===== src/rtl/friscv_mem_router_n_pkg.sv =====
`default_nettype none
// +----------------------------------------------------------------------------+
// | Module      : friscv_mem_router_n_pkg                                      |
// | Description : Shared types, constants and sizing helpers for the N-way     |
// |               data-path memory router.                                     |
// | Revision    : 1.0 - initial release                                        |
// +----------------------------------------------------------------------------+
package friscv_mem_router_n_pkg;

   // Router FSM states
   typedef enum logic [1:0] {
      RT_IDLE = 2'd0,
      RT_BUSY = 2'd1,
      RT_RESP = 2'd2,
      RT_ERR  = 2'd3
   } router_state_t;

   // Value returned on mst_err for an address that maps to no slave
   localparam logic ROUTER_DECODE_ERR = 1'b1;

   // Watchdog counter width is kept between these bounds
   localparam int WDOG_MIN_W = 8;
   localparam int WDOG_MAX_W = 16;

   // Width of a slave index; a single-slave router still carries one bit
   function automatic int sel_width(input int nb);
      return (nb > 1) ? $clog2(nb) : 1;
   endfunction

   // Width of the watchdog counter able to reach the given limit
   function automatic int wdog_width(input int limit);
      int w;
      w = $clog2(limit + 1);
      if (w < WDOG_MIN_W) w = WDOG_MIN_W;
      if (w > WDOG_MAX_W) w = WDOG_MAX_W;
      return w;
   endfunction

endpackage
`default_nettype wire


===== src/rtl/friscv_mem_router_n_decoder.sv =====
`default_nettype none
// +----------------------------------------------------------------------------+
// | Module      : friscv_mem_router_n_decoder                                  |
// | Description : Combinational address decoder. Compares the address against  |
// |               every slave window and returns hit, slave index and the      |
// |               slave-local offset. Lowest index wins on overlap.            |
// | Revision    : 1.0 - initial release                                        |
// +----------------------------------------------------------------------------+
module friscv_mem_router_n_decoder
   import friscv_mem_router_n_pkg::*;
#(
   parameter int                       ADDRW    = 16,
   parameter int                       SLV_NB   = 2,
   parameter logic [SLV_NB*ADDRW-1:0]  SLV_BASE = {16'd2048, 16'd0},
   parameter logic [SLV_NB*ADDRW-1:0]  SLV_SIZE = {16'd16384, 16'd2048},
   parameter int                       SELW     = sel_width(SLV_NB)
)(
   input  logic [ADDRW-1:0] addr,
   output logic             hit,
   output logic [SELW-1:0]  sel,
   output logic [ADDRW-1:0] offset
);

   logic [SLV_NB-1:0] win_hit;

   // Window compare per slave; the upper bound is one bit wider so a window
   // touching the top of the address space cannot wrap to zero.
   generate
      for (genvar i = 0; i < SLV_NB; i++) begin : g_win
         logic [ADDRW:0] lo;
         logic [ADDRW:0] hi;
         assign lo         = {1'b0, SLV_BASE[i*ADDRW +: ADDRW]};
         assign hi         = lo + {1'b0, SLV_SIZE[i*ADDRW +: ADDRW]};
         assign win_hit[i] = ({1'b0, addr} >= lo) && ({1'b0, addr} < hi);
      end
   endgenerate

   // Priority select: scan from the highest index down so the lowest hit wins
   always_comb begin
      hit    = 1'b0;
      sel    = '0;
      offset = addr;
      for (int i = SLV_NB - 1; i >= 0; i--) begin
         if (win_hit[i]) begin
            hit    = 1'b1;
            sel    = SELW'(i);
            offset = addr - SLV_BASE[i*ADDRW +: ADDRW];
         end
      end
   end

endmodule
`default_nettype wire


===== src/rtl/friscv_mem_router_n.sv =====
`default_nettype none
// +----------------------------------------------------------------------------+
// | Module      : friscv_mem_router_n                                          |
// | Description : Registered N-way memory router between the load/store unit   |
// |               and SLV_NB slaves. One transaction outstanding at a time;    |
// |               unmapped addresses return a decode error.                    |
// | Options     : FRISCV_ROUTER_TIMEOUT_EN - BUSY watchdog, aborts to an error |
// |               response after TIMEOUT cycles without slave completion.      |
// | Revision    : 1.0 - initial release                                        |
// +----------------------------------------------------------------------------+
module friscv_mem_router_n
   import friscv_mem_router_n_pkg::*;
#(
   parameter int                       ADDRW    = 16,
   parameter int                       XLEN     = 32,
   parameter int                       SLV_NB   = 2,
   parameter logic [SLV_NB*ADDRW-1:0]  SLV_BASE = {16'd2048, 16'd0},
   parameter logic [SLV_NB*ADDRW-1:0]  SLV_SIZE = {16'd16384, 16'd2048},
   parameter int                       TIMEOUT  = 255
)(
   input  logic                     aclk,
   input  logic                     aresetn,
   // master side
   input  logic                     mst_en,
   input  logic                     mst_wr,
   input  logic [ADDRW-1:0]         mst_addr,
   input  logic [XLEN-1:0]          mst_wdata,
   input  logic [XLEN/8-1:0]        mst_strb,
   output logic [XLEN-1:0]          mst_rdata,
   output logic                     mst_ready,
   output logic                     mst_err,
   // slave side
   output logic [SLV_NB-1:0]        slv_en,
   output logic                     slv_wr,
   output logic [ADDRW-1:0]         slv_addr,
   output logic [XLEN-1:0]          slv_wdata,
   output logic [XLEN/8-1:0]        slv_strb,
   input  logic [SLV_NB*XLEN-1:0]   slv_rdata,
   input  logic [SLV_NB-1:0]        slv_ready
);

   localparam int SELW = sel_width(SLV_NB);

   router_state_t      state;
   logic [SELW-1:0]    sel;

   logic               dec_hit;
   logic [SELW-1:0]    dec_sel;
   logic [ADDRW-1:0]   dec_offset;
   logic [SLV_NB-1:0]  dec_onehot;

   logic               sel_ready;
   logic [XLEN-1:0]    sel_rdata;
   logic               wdog_expired;

   friscv_mem_router_n_decoder #(
      .ADDRW    (ADDRW),
      .SLV_NB   (SLV_NB),
      .SLV_BASE (SLV_BASE),
      .SLV_SIZE (SLV_SIZE),
      .SELW     (SELW)
   ) u_decoder (
      .addr     (mst_addr),
      .hit      (dec_hit),
      .sel      (dec_sel),
      .offset   (dec_offset)
   );

   // One-hot enable pattern for the decoded slave index
   always_comb begin
      dec_onehot = '0;
      for (int i = 0; i < SLV_NB; i++) begin
         if (dec_sel == SELW'(i)) dec_onehot[i] = 1'b1;
      end
   end

   // Pick the handshake and read data of the registered slave only;
   // ready from any other slave is ignored.
   always_comb begin
      sel_ready = 1'b0;
      sel_rdata = '0;
      for (int i = 0; i < SLV_NB; i++) begin
         if (sel == SELW'(i)) begin
            sel_ready = slv_ready[i];
            sel_rdata = slv_rdata[i*XLEN +: XLEN];
         end
      end
   end

`ifdef FRISCV_ROUTER_TIMEOUT_EN
   localparam int                WDOG_W    = wdog_width(TIMEOUT);
   localparam logic [WDOG_W-1:0] WDOG_LAST = WDOG_W'(TIMEOUT - 1);

   logic [WDOG_W-1:0] wdog_cnt;

   // Watchdog: counts BUSY cycles, restarts whenever the router is not BUSY
   always_ff @(posedge aclk or negedge aresetn) begin
      if (!aresetn)                wdog_cnt <= '0;
      else if (state != RT_BUSY)   wdog_cnt <= '0;
      else                         wdog_cnt <= wdog_cnt + WDOG_W'(1);
   end

   // The last BUSY cycle of the allowed window: without ready we abort
   assign wdog_expired = (wdog_cnt == WDOG_LAST);
`else
   logic unused_timeout;
   assign unused_timeout = ^TIMEOUT;
   assign wdog_expired   = 1'b0;
`endif

   // Router FSM: accept request, run the slave handshake, deliver one response pulse
   always_ff @(posedge aclk or negedge aresetn) begin
      if (!aresetn) begin
         state     <= RT_IDLE;
         sel       <= '0;
         slv_en    <= '0;
         slv_wr    <= 1'b0;
         slv_addr  <= '0;
         slv_wdata <= '0;
         slv_strb  <= '0;
         mst_ready <= 1'b0;
         mst_err   <= 1'b0;
         mst_rdata <= '0;
      end else begin
         case (state)
            RT_IDLE: begin
               mst_ready <= 1'b0;
               mst_err   <= 1'b0;
               mst_rdata <= '0;
               if (mst_en) begin
                  slv_wr    <= mst_wr;
                  slv_addr  <= dec_offset;
                  slv_wdata <= mst_wdata;
                  slv_strb  <= mst_strb;
                  sel       <= dec_sel;
                  if (dec_hit) begin
                     slv_en <= dec_onehot;
                     state  <= RT_BUSY;
                  end else begin
                     mst_ready <= 1'b1;
                     mst_err   <= ROUTER_DECODE_ERR;
                     state     <= RT_ERR;
                  end
               end
            end
            RT_BUSY: begin
               // Slave completion takes priority over a watchdog expiring in the same cycle
               if (sel_ready) begin
                  slv_en    <= '0;
                  mst_ready <= 1'b1;
                  mst_err   <= 1'b0;
                  mst_rdata <= slv_wr ? '0 : sel_rdata;
                  state     <= RT_RESP;
               end else if (wdog_expired) begin
                  slv_en    <= '0;
                  mst_ready <= 1'b1;
                  mst_err   <= 1'b1;
                  mst_rdata <= '0;
                  state     <= RT_ERR;
               end
            end
            RT_RESP, RT_ERR: begin
               // Response pulse lasts exactly one cycle; mst_en is not sampled here
               mst_ready <= 1'b0;
               mst_err   <= 1'b0;
               mst_rdata <= '0;
               state     <= RT_IDLE;
            end
            default: state <= RT_IDLE;
         endcase
      end
   end

endmodule
`default_nettype wire


===== config.mk =====
export PLATFORM = sky130hd
export DESIGN_NAME = friscv_mem_router_n
export DESIGN_NICKNAME = d
export VERILOG_FILES = /design/src/rtl/friscv_mem_router_n_pkg.sv /design/src/rtl/friscv_mem_router_n_decoder.sv /design/src/rtl/friscv_mem_router_n.sv
export SDC_FILE = /design/constraint.sdc
export NUM_CORES = 1
export LEC_CHECK = 0
export BUFFER_PORTS_ARGS = -buffer_cell sky130_fd_sc_hd__buf_2
export CAP_MARGIN = 30
export CORE_MARGIN = 5
export CORE_UTILIZATION = 46
export DETAILED_ROUTE_END_ITERATION = 7
export GPL_TIMING_DRIVEN = 0
export PLACE_DENSITY = 0.86
export SLEW_MARGIN = 20
export SYNTH_ARGS = -nofsm -noshare
export SYNTH_HDL_FRONTEND = slang
export SYNTH_SLANG_ARGS = --single-unit
export TNS_END_PERCENT = 20

===== constraint.sdc =====
create_clock -name aclk -period 1.8 [get_ports aclk]
set_clock_uncertainty 0.15 [all_clocks]
set_input_delay 0.18 -clock aclk [delete_from_list [all_inputs] [get_ports aclk]]
set_output_delay 0.18 -clock aclk [all_outputs]
set_load 0.03 [all_outputs]

==> metrics.log <==
[metrics] post-route antenna net violation count: 0
[metrics] worst hold margin: 0.0534 ns
[metrics] cell types with the largest area share after synthesis: sky130_fd_sc_hd__dfrtp_1 55%, sky130_fd_sc_hd__nand2_1 14%, sky130_fd_sc_hd__mux2i_1 7.9%, sky130_fd_sc_hd__mux2_2 7.5%, sky130_fd_sc_hd__nor2_1 3.3%
[metrics] Final setup violation count: 0
[metrics] RD Place Congestion: 0.811
[metrics] share of post-route cells with drive strength above 1: 40.1%
[metrics] relative slew slack: 64.1%
[metrics] buffer cell driving the clock tree root: sky130_fd_sc_hd__clkbuf_8
[metrics] initial standard-cell utilization of the core: 47.4%
[metrics] Horiz. Die Dim: 105 µm
[metrics] setup repair after global routing missed its margin: false
[metrics] yosys warns: 0
[metrics] number of nets produced by synthesis: 540
[metrics] share of flip-flops with an asynchronous set or reset: 100%
[metrics] Avg Synthesized Cell Area: 10.0 µm²
[metrics] total clock sinks: 92
[metrics] io pins: 211
[metrics] number of clock buffers inserted by TritonCTS: 9
[metrics] kind of capture point of the worst setup path: flop
[metrics] core utilization of the finished layout: 69.5%
[metrics] Max Freq: 0.589 GHz
[metrics] Overall Global Routing Usage: 21.6%
[metrics] slew of the pin with the lowest slew margin: 0.538 ns
[metrics] per-cell via count in the routed design: 4.91
[metrics] area of the core: 0.00881 mm²
[metrics] Leakage: 3.42 nW
[metrics] area grow syn2layout: 46.6%
[metrics] number of enable-type register cells in the synthesized netlist: 0
[metrics] total global routing overflow: 0
[metrics] power density over the cells: 1660 mW/mm²
[metrics] synthesized instance count: 417
[metrics] Clock Latency Late Sink: 0.34 ns
[metrics] launching element type of the critical path: flop
[metrics] top_reg_cell synth: sky130_fd_sc_hd__dfrtp_1
[metrics] Final Net Count: 807
[metrics] most frequent standard cell in the layout excluding fill and tap cells: sky130_fd_sc_hd__buf_2
[metrics] maximum level of the CTS H-tree: 3
[metrics] maximum capacitance violations: 0
[metrics] total via count in the routed design: 3912
[metrics] Antenna Cells: 0
[metrics] wire length reported by the detailed router: 12000 µm
[metrics] synthesized flop and latch total: 92
[metrics] hold crit path type: in2reg
[metrics] wire length of the first global-routing pass: 19700 µm
[metrics] number of distinct library cells after synthesis: 33
[metrics] clock tree from TritonCTS: built
[metrics] largest fanout of any net on the critical path: 10
[metrics] WL per Instance: 15.0 µm
[metrics] count of input and output buffers: 208
[metrics] Max Buffers Root-to-Sink: 2
[metrics] Clock Pin Slew Worst Setup and Hold Paths: 0.09 ns
[metrics] kind of critical path: reg2reg
[metrics] VDD IR-drop max: 1060 µV
[metrics] setup tns final: 0 ns
[metrics] post-route fraction of the period consumed by the critical path: 94.3%
[metrics] number of detailed-route iterations in the first pass: 4
[metrics] starting DRC count in detailed routing: 140
[metrics] cell taking the most area after synthesis: sky130_fd_sc_hd__dfrtp_1
[metrics] pin count of the biggest net entering global routing: 53
[metrics] commonest cells after routing, fill and taps aside: 213 x sky130_fd_sc_hd__buf_2, 151 x sky130_fd_sc_hd__nand2_1, 92 x sky130_fd_sc_hd__dfrtp_1, 49 x sky130_fd_sc_hd__dlygate4sd3_1, 37 x sky130_fd_sc_hd__nor2_1
[metrics] Total Die Area: 0.0111 mm²
[metrics] initial antenna violation count: 0
[metrics] vias in the first global route: 4081
[metrics] Residual DRC: 0
[metrics] die boundary height: 105 µm
[metrics] Hold Vio Cnt, Final: 0
[metrics] cell area after technology mapping: 0.00418 mm²
[metrics] arrival time worst endpoint: 1.77 ns
[metrics] Final Slew Violations: 0
[metrics] Detail Placement HPWL: 8580 µm
[metrics] standard-cell rows: 34
[metrics] WP data required: 1.87 ns
[metrics] outcome: complete, no violations
[metrics] shortest clock period the worst path allows after layout: 1.70 ns
[metrics] sequential fraction of the synthesis area: 55.1%
[metrics] area share of the largest cell type after synthesis: 55.1%
[layer usage]
layer  GRT usage (%)  part of all wire (%)
met5               0                     0
met2            38.0                    50
met4            6.19                   1.8
met1            24.8                    38
met3            7.58                    10
[per-stage QoR]
step	instances	total power, mW	worst slack (ns)	area (µm²)
after floorplan	417	6.89	0.164	4180
after global placement	733	8.29	-0.391	5350
after detailed placement	734	8.46	-0.0657	5380
after CTS	799	10.2	0.0245	6110
after global routing	797	10.8	0.0368	6120
final	797	10.1	0.102	6120
[final cells by class]
class	count	area [µm²]
Clock inverter	4	97.6
Inverter	5	18.8
Tap cell	108	135
Buffer	24	163
Multi-Input combinational cell	293	1700
Clock buffer	12	135
Sequential cell	92	2300
Fill cell	640	2680
Timing Repair Buffer	259	1570
[timing repair]
item / 4_1_cts / 5_1_grt
hold endpoints to repair: 88 / 0
resized for setup: 1 / 13
hold buffers: 49 / 0
buffers inserted: 0 / 1
endpoints found under the setup margin: 41 / 78
pin swaps: 0 / 0
cloned: 0 / 0
[cell families (layout without fill, tap and decap cells)]
group | count (synthesis) | count (layout) | share of synthesized area [%]
DFF | 92 | 92 | 55.1
buffers and inverters | 32 | 304 | 4.31
muxes | 66 | 66 | 17.1
and+or+nand+nor | 205 | 205 | 20.0
AOI/OAI and AO/OA | 21 | 21 | 3.18
adders and majority gates | 1 | 1 | 0.300
[synthesized netlist by cell type (all sizes together) (2+ instances only)]
| cell type | number |
|---|---|
| nand3 | 2 |
| clkbuf | 11 |
| mux2i | 34 |
| o211ai | 2 |
| nor2 | 37 |
| nand2 | 151 |
| nand2b | 2 |
| dfrtp | 92 |
| mux2 | 32 |
| nand3b | 2 |
| inv | 5 |
| or3b | 2 |
| buf | 16 |
| or3 | 3 |
| o21ai | 6 |
| a21oi | 3 |
| o31ai | 3 |
| a31oi | 3 |
| a311oi | 2 |
[worst max-delay path: stages (launching register included)]
cell                       delay (ns)
sky130_fd_sc_hd__dfrtp_1         0.37
sky130_fd_sc_hd__buf_6           0.14
sky130_fd_sc_hd__or3b_4          0.43
sky130_fd_sc_hd__buf_6           0.16
sky130_fd_sc_hd__clkbuf_4        0.18
sky130_fd_sc_hd__nand2_1         0.09
sky130_fd_sc_hd__nand2_1         0.06
[sequential cells by signal, indices dropped and copies added, names as in the netlist]
register,count
slv_wr,1
sel,1
slv_wdata,32
mst_err,1
slv_addr,16
state,2
mst_rdata,32
mst_ready,1
slv_en,2
slv_strb,4
[power breakdown]
part / switching (mW) / internal, mW / leakage, nW
registers: 0.452 / 2.90 / 1.18
logic: 3.42 / 1.77 / 2.13
clock network: 0.677 / 0.926 / 0.111
total: 4.55 / 5.59 / 3.42
[worst paths after layout]
path,start,end,slack (ns),depth (start not counted)
min in group asynchronous,aresetn,mst_rdata[30],0.21,2
max in group asynchronous,aresetn,slv_wdata[25],0.66,3
hold / removal,slv_rdata[11],mst_rdata[11],0.05,4
hold reg to reg,slv_wdata[19],slv_wdata[19],0.33,2
setup / recovery,state[0],slv_wdata[23],0.10,6
setup reg to reg,state[0],slv_wdata[23],0.10,6
No activity file was read; power rests on OpenSTA's default activity.
